<file path="config.mk">
export PLATFORM = sky130hd
export DESIGN_NAME = barrett_2_reg_flat
export DESIGN_NICKNAME = d
export VERILOG_FILES = /design/src/rtl/barrett_2_reg_pkg.sv /design/src/rtl/barrett_2_reg_if.sv /design/src/rtl/barrett_2_reg_qest.sv /design/src/rtl/barrett_2_reg.sv /design/src/flat_wrapper.sv
export SDC_FILE = /design/constraint.sdc
export NUM_CORES = 1
export LEC_CHECK = 0
export ABC_AREA = 1
export CORE_ASPECT_RATIO = 1.75
export CORE_UTILIZATION = 64
export DETAILED_ROUTE_END_ITERATION = 10
export MAX_ROUTING_LAYER = met4
export PLACE_DENSITY_LB_ADDON = 0.25
export SLEW_MARGIN = 20
export SYNTH_ARGS = -nofsm -noshare
export SYNTH_HDL_FRONTEND = slang
export SYNTH_HIERARCHICAL = 1
export SYNTH_SLANG_ARGS = --single-unit
export TNS_END_PERCENT = 5
</file>
<file path="constraint.sdc">
create_clock -name CLK -period 53.6 [get_ports CLK]
set_input_delay 10.72 -clock CLK [delete_from_list [all_inputs] [get_ports CLK]]
set_output_delay 10.72 -clock CLK [all_outputs]
set_load 0.1 [all_outputs]
</file>
<file path="src/rtl/barrett_2_reg_pkg.sv">
// Width helpers shared by the Barrett digit-serial multiplier.
// Build option: BARRETT_QDEBUG_EN enables the registered q_i debug tap.
package barrett_pkg;

  localparam int NCORR = 3;

  function automatic int f_k(input int n, input int m);
    return n / m;
  endfunction

  function automatic int f_tw(input int n, input int m);
    return n + m + 2;
  endfunction

  function automatic int f_qw(input int m);
    return m + 2;
  endfunction

  function automatic int f_muw(input int m);
    return m + 7;
  endfunction

endpackage

</file>
<file path="src/rtl/barrett_2_reg_if.sv">
// Host-side operand/result bundle for barrett_2_reg.
// Build option: BARRETT_QDEBUG_EN (affects only the q_i driver).
interface barrett_2_reg_if #(
  parameter int n = 8,
  parameter int m = 4
);
  import barrett_pkg::*;

  logic [n-1:0]         X;
  logic [m-1:0]         Y_i;
  logic [n-1:0]         M;
  logic [f_muw(m)-1:0]  mu;
  logic [2*n-1:0]       Z_OUT;
  logic [2:0]           q_i;

  modport master (
    output X, Y_i, M, mu,
    input  Z_OUT, q_i
  );

  modport slave (
    input  X, Y_i, M, mu,
    output Z_OUT, q_i
  );

endinterface

</file>
<file path="src/rtl/barrett_2_reg_qest.sv">
// Barrett quotient estimate: qh = ((T >> (n-2)) * mu) >> (m+5).
// Build option: BARRETT_QDEBUG_EN has no effect here.
module barrett_qest
  import barrett_pkg::*;
#(
  parameter int n = 8,
  parameter int m = 4
) (
  input  logic [f_tw(n,m)-1:0] i_t,
  input  logic [f_muw(m)-1:0]  i_mu,
  output logic [f_qw(m)-1:0]   o_qh
);

  localparam int TW  = f_tw(n, m);
  localparam int HW  = TW - (n - 2);
  localparam int MUW = f_muw(m);
  localparam int QW  = f_qw(m);
  localparam int PW  = HW + MUW;

  logic [HW-1:0] w_th;
  logic [PW-1:0] w_prod;

  assign w_th   = HW'(i_t >> (n - 2));
  assign w_prod = PW'(w_th) * PW'(i_mu);
  assign o_qh   = QW'(w_prod >> (m + 5));

endmodule

</file>
<file path="src/rtl/barrett_2_reg.sv">
// Digit-serial Barrett modular multiplier, one Y digit per clock, MSD first.
// Build option: BARRETT_QDEBUG_EN adds the registered q_i debug tap.
module barrett_2_reg
  import barrett_pkg::*;
#(
  parameter int n = 8,
  parameter int m = 4
) (
  input  logic CLK,
  input  logic RST,
  barrett_2_reg_if.slave bus
);

  localparam int TW = f_tw(n, m);
  localparam int QW = f_qw(m);

  logic [TW-1:0] r_z;
  logic [TW-1:0] w_t;
  logic [TW-1:0] w_qm;
  logic [TW-1:0] w_mx;
  logic [TW-1:0] w_r;
  logic [QW-1:0] w_qh;

  // r_z stays below M, so the shift never loses set bits
  assign w_t  = (r_z << m) + TW'(bus.X) * TW'(bus.Y_i);
  assign w_mx = TW'(bus.M);
  assign w_qm = TW'(w_qh) * w_mx;

  barrett_qest #(
    .n(n),
    .m(m)
  ) u_qest (
    .i_t  (w_t),
    .i_mu (bus.mu),
    .o_qh (w_qh)
  );

  always_comb begin
    w_r = w_t - w_qm;
    for (int i = 0; i < NCORR; i++) begin
      if (w_r >= w_mx) begin
        w_r = w_r - w_mx;
      end
    end
  end

  always_ff @(posedge CLK) begin
    if (RST) begin
      r_z <= '0;
    end else begin
      r_z <= w_r;
    end
  end

  assign bus.Z_OUT = (2*n)'(r_z);

`ifdef BARRETT_QDEBUG_EN
  logic [2:0] r_q;

  always_ff @(posedge CLK) begin
    if (RST) begin
      r_q <= 3'b000;
    end else begin
      r_q <= 3'(w_qh);
    end
  end

  assign bus.q_i = r_q;
`else
  assign bus.q_i = 3'b000;
`endif

endmodule

</file>
<file path="src/flat_wrapper.sv">
// flat-port wrapper written by rule: the top's interface ports become plain ports
module barrett_2_reg_flat import barrett_pkg::*;
#(
  parameter int n = 8,
  parameter int m = 4
)
  (CLK, RST, bus_X, bus_Y_i, bus_M, bus_mu, bus_Z_OUT, bus_q_i);
  barrett_2_reg_if #(.n(n), .m(m)) bus_i ();
  input  logic CLK;
  input  logic RST;
  input wire logic [$bits(bus_i.X)-1:0] bus_X;
  input wire logic [$bits(bus_i.Y_i)-1:0] bus_Y_i;
  input wire logic [$bits(bus_i.M)-1:0] bus_M;
  input wire logic [$bits(bus_i.mu)-1:0] bus_mu;
  output wire logic [$bits(bus_i.Z_OUT)-1:0] bus_Z_OUT;
  output wire logic [$bits(bus_i.q_i)-1:0] bus_q_i;
  assign bus_i.X = bus_X;
  assign bus_i.Y_i = bus_Y_i;
  assign bus_i.M = bus_M;
  assign bus_i.mu = bus_mu;
  assign bus_Z_OUT = bus_i.Z_OUT;
  assign bus_q_i = bus_i.q_i;
  barrett_2_reg #(.n(n), .m(m)) u_core (.CLK(CLK), .RST(RST), .bus(bus_i));
endmodule
</file>
* After elaboration in Yosys (flattened, before gate mapping) *
Index checks and enable logic that the tools add are counted.

operators by class
  magnitude comparators = 3
  $add $sub $neg = 5
  multiplexer cells = 3
  multipliers = 3

operator list
  kind                                                           count
  14-bit by 8-bit greater-or-equal comparator with 1-bit output  3
  14-bit two-way mux                                             3
  14-bit by 8-bit subtractor with 14-bit output                  3
  8-bit by 11-bit multiplier with 15-bit output                  1
  14-bit by 12-bit adder with 14-bit output                      1
  6-bit by 8-bit multiplier with 14-bit output                   1
  14-bit subtractor                                              1
  8-bit by 4-bit multiplier with 12-bit output                   1

storage, ports and cells
  logic and storage cells = 15
  input port bits = 33
  flip-flop bits (word level) = 14
  output and inout bits = 19

* Longest topological paths before layout *
Gate-level depths: netlist of run 1.

  word-level depth = 11
  gate-level depth with buffers = 100
  mapped depth without buffers = 95

* Cells and area by module *
Netlist of run 1, hierarchy kept.

modules (own cells, without submodules)
  module         sequential area each (sq um)  instances  cells an instance  area each (sq um)
  barrett_2_reg  280.3                         1          854                5627.9
  barrett_qest   0.0                           1          416                2645.0

* Least setup slack after synthesis of run 1 *
No wires, ideal clock.

  path type = input to register
  start = in bus_Y_i[2]
  end = reg u_core.r_z[13]
  path slack = 27.787 ns
  setup time = 0.109 ns
  stages on the path = 87
  buffers on the path = 5
  required time = 53.491 ns
  arrival = 25.704 ns
  cell sequence = clkbuf_1 -> nand2_1 -> inv_1 -> fa_1 -> fa_1 -> inv_1 -> fa_1 -> inv_1 -> ha_1 -> nand3_1 -> nand3_1 -> a21oi_1 -> o21bai_1 -> nand2_1 -> nand2_1 -> a21oi_1 -> xor2_1 -> clkbuf_1 -> [51 not listed] -> buf_4 -> inv_2 -> o21ai_0 -> ha_1 -> nand2_1 -> nor2_1 -> a211oi_1 -> o21ai_0 -> a21oi_1 -> o21bai_1 -> a21oi_1 -> nand2_1 -> nor2_1 -> nand2_1 -> nand2_1 -> nand2_1 -> nand2_1 -> nor2_1

between the ends
  cells in the longest elaborated chain, start to end = 11
  elaborated cells between the ends (all ways) = 14

RTL lines
  what                                                                                                                                   line                                      RTL
  from (decl)                                                                                                                            flat_wrapper.sv:12                        input wire logic [$bits(bus_i.Y_i)-1:0] bus_Y_i;
  8-bit by 4-bit multiplier with 12-bit output (*)                                                                                       barrett_2_reg.sv:25                       assign w_t = (r_z << m) + TW'(bus.X) * TW'(bus.Y_i);
  14-bit by 12-bit adder with 14-bit output (*)                                                                                          barrett_2_reg.sv:25
  named net u_core.w_t[10]                                                                                                               barrett_2_reg.sv:18                       logic [TW-1:0] w_t;
  8-bit by 11-bit multiplier with 15-bit output (*)                                                                                      barrett_2_reg_qest.sv:24                  assign w_prod = PW'(w_th) * PW'(i_mu);
  named net u_core.w_qh[5]                                                                                                               barrett_2_reg.sv:22                       logic [QW-1:0] w_qh;
  6-bit by 8-bit multiplier with 14-bit output (*)                                                                                       barrett_2_reg.sv:27                       assign w_qm = TW'(w_qh) * w_mx;
  14-bit subtractor (*)                                                                                                                  barrett_2_reg.sv:39                       w_r = w_t - w_qm;
  14-bit by 8-bit subtractor with 14-bit output / 14-bit by 8-bit greater-or-equal comparator with 1-bit output (equally long branches)  barrett_2_reg.sv:42, barrett_2_reg.sv:41
  14-bit two-way mux (*)                                                                                                                 barrett_2_reg.sv:41                       if (w_r >= w_mx) begin
  14-bit by 8-bit subtractor with 14-bit output / 14-bit by 8-bit greater-or-equal comparator with 1-bit output (equally long branches)  barrett_2_reg.sv:42, barrett_2_reg.sv:41
  14-bit two-way mux (*)                                                                                                                 barrett_2_reg.sv:41
  14-bit by 8-bit subtractor with 14-bit output / 14-bit by 8-bit greater-or-equal comparator with 1-bit output (equally long branches)  barrett_2_reg.sv:42, barrett_2_reg.sv:41
  14-bit two-way mux (*)                                                                                                                 barrett_2_reg.sv:41
  to (signal assigned)                                                                                                                   barrett_2_reg.sv:51                       r_z <= w_r;
  to (decl)                                                                                                                              barrett_2_reg.sv:17                       logic [TW-1:0] r_z;

The timed path passes the listed nets; every way through them passes the cells marked *.
A chain may end at the register's enable or synchronous reset.

* Worst setup path in the final report of run 1 *
  start = in bus_Y_i[1]
  end = reg u_core.r_z[13]

Same word-level chain as after synthesis.

==> metrics.csv, run 1 <==
metric,value,unit
htree_num_levels,1,
grt_overflow_total,0,
slew_headroom,0.338,
layout_min_cycle_time,28.48,ns
clk_latency,0.24,ns
ys_seq_elements,14,
min_to,u_core/r_z[13]$_SDFF_PP0_,
synth_edf_count,0,
first_pass_iters,5,
drc_errors,0,
clock_skew,0.00144,ns
fin_hold_ws,1.56,ns
area_growth,7.65,%
yosysWarnings,6,
rows,54,
r2r_start,u_core/r_z[1]$_SDFF_PP0_,
reg.largest.list,u_core/r_z x14,
postRouteAntennaNets,0,
path_class,primary input to flop,
clkTransAtPathRegs,0.04,ns
post_synth.cell_area_avg,6.51,sq um
reg2reg_to,u_core/r_z[13]$_SDFF_PP0_,
hold_buffers,0,
post-route-period-util,0.531,
dr.first_iter.drc_count,264,
setup_viol,0,
worstPathMaxFanout,17,
fin_ws,25.12,ns
core,12600,sq um
pin_count,52,
hold_viol,0,
synthMuxAreaShare,0,
rsz0062_at_grt,false,
cts_setup_buffers,0,
max_slew.worst_pin.slew,0.990,ns
drv_slew,0,
async_flop_share,0,
avgRoutedWirePerCell,14.3,microns
syn_area,8270,sq um
layout-drive-gt1-share,0.0410,
yosysSeqAreaShare,0.0339,
antenna_found_initial,0,
grt_max_degree,19,
regMostFlops,u_core/r_z,
synthSimpleGateAreaFrac,0.292,
cts_tree,built,
place.gp.congestion,0.990,
nFillCells,1157,
synthCells,1270,
outcome,"finished, final reports clean",
dp.cells,1457,
wl,20900,microns
cts.sinks,14,
hold_path.class,flop to flop,
synthFlopType,dfxtp_1,
min_path_cells,14,
synthAdderAreaFrac,0.392,
grtUsageTotal,0.343,
cts_root_buf,clkbuf_16,
synth_compound_area_frac,0.0672,
layout_commonest_cell,nand2_1,
place_ws,25.12,ns
r2r_slack,36.87,ns
nets,1524,
die_y,152,microns
cp_slowest_cell,xor2_1,
synth_cell_types,47,
critPathArrivalTime,28.60,ns
slowest_delay,0.73,ns
tritoncts.num_buffers,3,
tns,0,ns
mostFrequentLayoutCells,"400 x nand2_1, 320 x inv_1, 104 x fa_1, 93 x ha_1, 53 x nor2_1",
portBuffers,46,
crit_path_end_kind,flop,
dieWidth,87.9,microns
cts_buffer_depth,2,
start_kind,primary input,
cp.required,53.73,ns
grt_pass1_wl,35100,microns
initial_core_util,0.658,
grt_pass1_vias,8231,
cts_resized,0,
layout.cells.non_filler,1461,
maxCapViolations,0,
via_per_inst,5.30,
synthXorXnorAreaFrac,0.0433,
timing.critical_path.mode_cell,nand2_1,
diodes,0,
hp-start,u_core/r_z[9]$_SDFF_PP0_,
rr_worst_depth,80,
dieArea,13400,sq um
hpwl,18200,microns
synth_top_family_by_area,adder cells,
largest_reg_flops,14,
num_vias,7738,
max_clock_freq,35.1,MHz
==> synthesized netlist by cell type (all sizes together), types with 18 or more instances <==
| cell type | number | share of area |
|---|---|---|
| o21ai | 30 | 0.021 |
| nand2 | 411 | 0.19 |
| fa | 104 | 0.25 |
| nand4 | 18 | 0.015 |
| nand3 | 57 | 0.042 |
| clkbuf | 19 | 0.0086 |
| xor2 | 25 | 0.027 |
| inv | 326 | 0.15 |
| nor2 | 63 | 0.033 |
| a21oi | 47 | 0.030 |
| ha | 93 | 0.14 |
==> kinds of logic after synthesis <==
kind of cell / Yosys count
xor gates and xnor gates: 40
DFF: 14
buffers and inverters: 361
AOI/OAI and AO/OA: 95
other: 1
and+or+nand+nor: 562
adders and majority gates: 197
==> how the worst max path moves through the flow <==
stage	slack, ns	from	to	depth (start not counted)
after floorplan	27.79	bus_Y_i[2]	u_core/r_z[13]$_SDFF_PP0_	87
after global placement	25.42	bus_Y_i[1]	u_core/r_z[13]$_SDFF_PP0_	85
after detailed placement	25.12	bus_Y_i[1]	u_core/r_z[13]$_SDFF_PP0_	85
after CTS	25.32	bus_Y_i[1]	u_core/r_z[13]$_SDFF_PP0_	85
after global routing	23.70	bus_Y_i[1]	u_core/r_z[11]$_SDFF_PP0_	83
final	25.12	bus_Y_i[1]	u_core/r_z[13]$_SDFF_PP0_	85
==> metrics by stage <==
| stage | area, sq um | util |
|---|---|---|
| after floorplan | 8290 | - |
| after global placement | 8800 | 0.700 |
| after detailed placement | 8810 | 0.701 |
| after CTS | 8900 | 0.708 |
| after global routing | 8910 | 0.709 |
| final | 8910 | 0.709 |
==> per-layer routing <==
| metal | global-route usage | share of wire | up-vias |
|---|---|---|---|
| li1 | - | - | 3812 |
| met1 | 0.302 | 0.34 | 3644 |
| met2 | 0.674 | 0.57 | 183 |
| met3 | 0.0228 | 0.022 | 99 |
| met4 | 0.196 | 0.066 | 0 |
| met5 | - | 0 | - |
==> worst max-delay path: cells and delay by family <==
kind	cells	cell delay, ns
buffers and inverters	16	1.54
adders and majority gates	17	7.37
xor gates and xnor gates	3	1.61
AOI/OAI and AO/OA	18	3.53
and+or+nand+nor	31	3.79
==> layout make-up <==
class / instances / area (sq um) / area share
multi-input cells: 899 / 6620 / 0.743
inverters: 327 / 1230 / 0.138
repair buffers: 49 / 483 / 0.0542
flip-flops and latches: 14 / 280 / 0.0315
well taps: 168 / 210 / 0.0236
clock buffers: 4 / 88.8 / 0.00997
Power of run 1 is left out: the tool's default activity adds up to more than one toggle a clock period on the data nets, which glitch-free logic cannot reach.
==> run 2: changes to the inputs <==
--- a/config.mk
+++ b/config.mk
@@ -7,7 +7,7 @@
 export LEC_CHECK = 0
 export ABC_AREA = 1
 export CORE_ASPECT_RATIO = 1.75
-export CORE_UTILIZATION = 64
+export CORE_UTILIZATION = 63
 export DETAILED_ROUTE_END_ITERATION = 10
 export MAX_ROUTING_LAYER = met4
 export PLACE_DENSITY_LB_ADDON = 0.25
==> constraint.sdc (replaced) <==
create_clock -name CLK -period 27 [get_ports CLK]
set_input_delay 5.4 -clock CLK [delete_from_list [all_inputs] [get_ports CLK]]
set_output_delay 5.4 -clock CLK [all_outputs]
set_load 0.1 [all_outputs]
==> metrics.csv, run 2 (synthesis gave the netlist of run 1 again) <==
metric,value,unit,change
area_growth,7.70,%,about the same
cts_buffer_depth,2,,unchanged
hold_viol,0,,unchanged
cts_root_buf,clkbuf_16,,
layout_min_cycle_time,23.15,ns,
slew_headroom,0.318,,-0.0197
hold_path.class,flop to flop,,
critPathArrivalTime,23.27,ns,-5.33 ns
avgRoutedWirePerCell,14.1,microns,-1.6%
dr.first_iter.drc_count,279,,+5.7%
tritoncts.num_buffers,3,,unchanged
max_slew.worst_pin.slew,1.02,ns,+0.0295 ns
die_y,154,microns,+0.78%
nFillCells,1150,,-0.61%
fin_hold_ws,1.56,ns,+0.00248 ns
rows,55,,+1.9%
dieArea,13600,sq um,+1.6%
reg.largest.list,u_core/r_z x14,,
clkTransAtPathRegs,0.04,ns,about the same
hold_buffers,0,,unchanged
grt_max_degree,19,,unchanged
worst-path-stages,85,,unchanged
rsz0062_at_grt,false,,
cts_setup_buffers,0,,unchanged
register_area,280,sq um,unchanged
tns,0,ns,unchanged
portBuffers,46,,unchanged
mostFrequentLayoutCells,"400 x nand2_1, 320 x inv_1, 104 x fa_1, 93 x ha_1, 53 x nor2_1",,
r2r_slack,10.32,ns,-26.55 ns
violations,DRC,,
maxCapViolations,0,,unchanged
startpoint,bus_Y_i[1],,
layout_commonest_cell,nand2_1,,
grtUsageTotal,0.324,,-0.0189
crit_path_end,u_core/r_z[13]$_SDFF_PP0_,,
cp.required,27.12,ns,-26.61 ns
rr_worst_depth,80,,unchanged
postRouteAntennaNets,0,,unchanged
htree_num_levels,1,,unchanged
cts.sinks,14,,unchanged
multi_input_area,6600,sq um,-0.23%
setup_viol,0,,unchanged
regMostFlops,u_core/r_z,,
antenna_found_initial,0,,unchanged
outcome,"complete, but fails checks",,
hpwl,18300,microns,about the same
path_class,primary input to flop,,
core,12900,sq um,+2.4%
place.gp.congestion,0.947,,-4.3%
crit_family,adder cells,,
dieWidth,88.6,microns,+0.77%
grt_pass1_vias,7942,,-3.5%
cp_slowest_cell,xor2_1,,
grt_pass1_wl,33600,microns,-4.2%
fin_ws,3.85,ns,-21.27 ns
layout-drive-gt1-share,0.0409,,-0.0000633
timing.critical_path.mode_cell,nand2_1,,
utilization,0.692,,-0.0163
first_pass_iters,8,,+3
place_ws,3.79,ns,-21.32 ns
nets,1526,,+0.13%
max_clock_freq,43.2,MHz,
drv_slew,0,,unchanged
grt_overflow_total,0,,unchanged
cts_resized,0,,unchanged
cp_num_buf_inv,16,,unchanged
clk_latency,0.24,ns,about the same
largest_reg_flops,14,,unchanged
diodes,0,,unchanged
initial_core_util,0.643,,-0.0154
crit_path_end_kind,flop,,
start_kind,primary input,,
drc_errors,3,,+3
wl,20600,microns,-1.3%
pin_count,52,,unchanged
num_vias,7711,,-0.35%
clock_skew,0.00122,ns,-0.000218 ns
worstPathMaxFanout,17,,unchanged
reg2reg_to,u_core/r_z[13]$_SDFF_PP0_,,
cts_tree,built,,
r2r_start,u_core/r_z[1]$_SDFF_PP0_,,
via_per_inst,5.26,,-0.69%
slowest_delay,0.73,ns,about the same
post-route-period-util,0.857,,
[run 2: worst min path at each step]
stage                                         from                        end  slack, ns  depth (start not counted)
after CTS                 u_core/r_z[9]$_SDFF_PP0_   u_core/r_z[0]$_SDFF_PP0_       1.56                         12
after global routing      u_core/r_z[9]$_SDFF_PP0_   u_core/r_z[0]$_SDFF_PP0_       1.75                         12
after global placement    u_core/r_z[9]$_SDFF_PP0_   u_core/r_z[0]$_SDFF_PP0_       1.56                         12
after floorplan           u_core/r_z[9]$_SDFF_PP0_  u_core/r_z[13]$_SDFF_PP0_       1.67                         14
final                     u_core/r_z[9]$_SDFF_PP0_   u_core/r_z[0]$_SDFF_PP0_       1.56                         12
after detailed placement  u_core/r_z[9]$_SDFF_PP0_   u_core/r_z[0]$_SDFF_PP0_       1.54                         12
[run 2: worst register-to-register path, delay by kind of cell, from the launching register on]
family          cells  cell delay, ns
buf+inv            14            0.96
simple gates       30            3.68
xor+xnor            3            1.56
flops               1            0.34
fa+ha+maj          15            6.45
compound gates     18            3.59
[run 2: final cells by class]
| cell class | instances | share of cell area |
|---|---|---|
| clock buffers | 4 | 0.00997 |
| well taps | 171 | 0.0240 |
| multi-input cells | 899 | 0.741 |
| inverters | 327 | 0.138 |
| flip-flops and latches | 14 | 0.0315 |
| repair buffers | 51 | 0.0559 |
[run 2: through the flow]
| stage | cell area, sq um | instances |
|---|---|---|
| 5_1_grt | 8910 | 1466 |
| 6_report | 8910 | 1466 |
| 3_5_place_dp | 8820 | 1462 |
| 2_1_floorplan | 8290 | 1274 |
| 4_1_cts | 8910 | 1466 |
| 3_3_place_gp | 8810 | 1462 |
[run 2: metal layers]
metal / routed length (microns) / track usage / share of wire / vias to the layer above
met4: 1440 / 0.197 / 0.070 / 0
met1: 6730 / 0.270 / 0.33 / 3601
met3: 524 / 0.0247 / 0.025 / 95
met2: 11900 / 0.647 / 0.58 / 190
met5: 0 / - / 0 / -
li1: - / - / - / 3825
Power of run 2 is left out for the same reason.
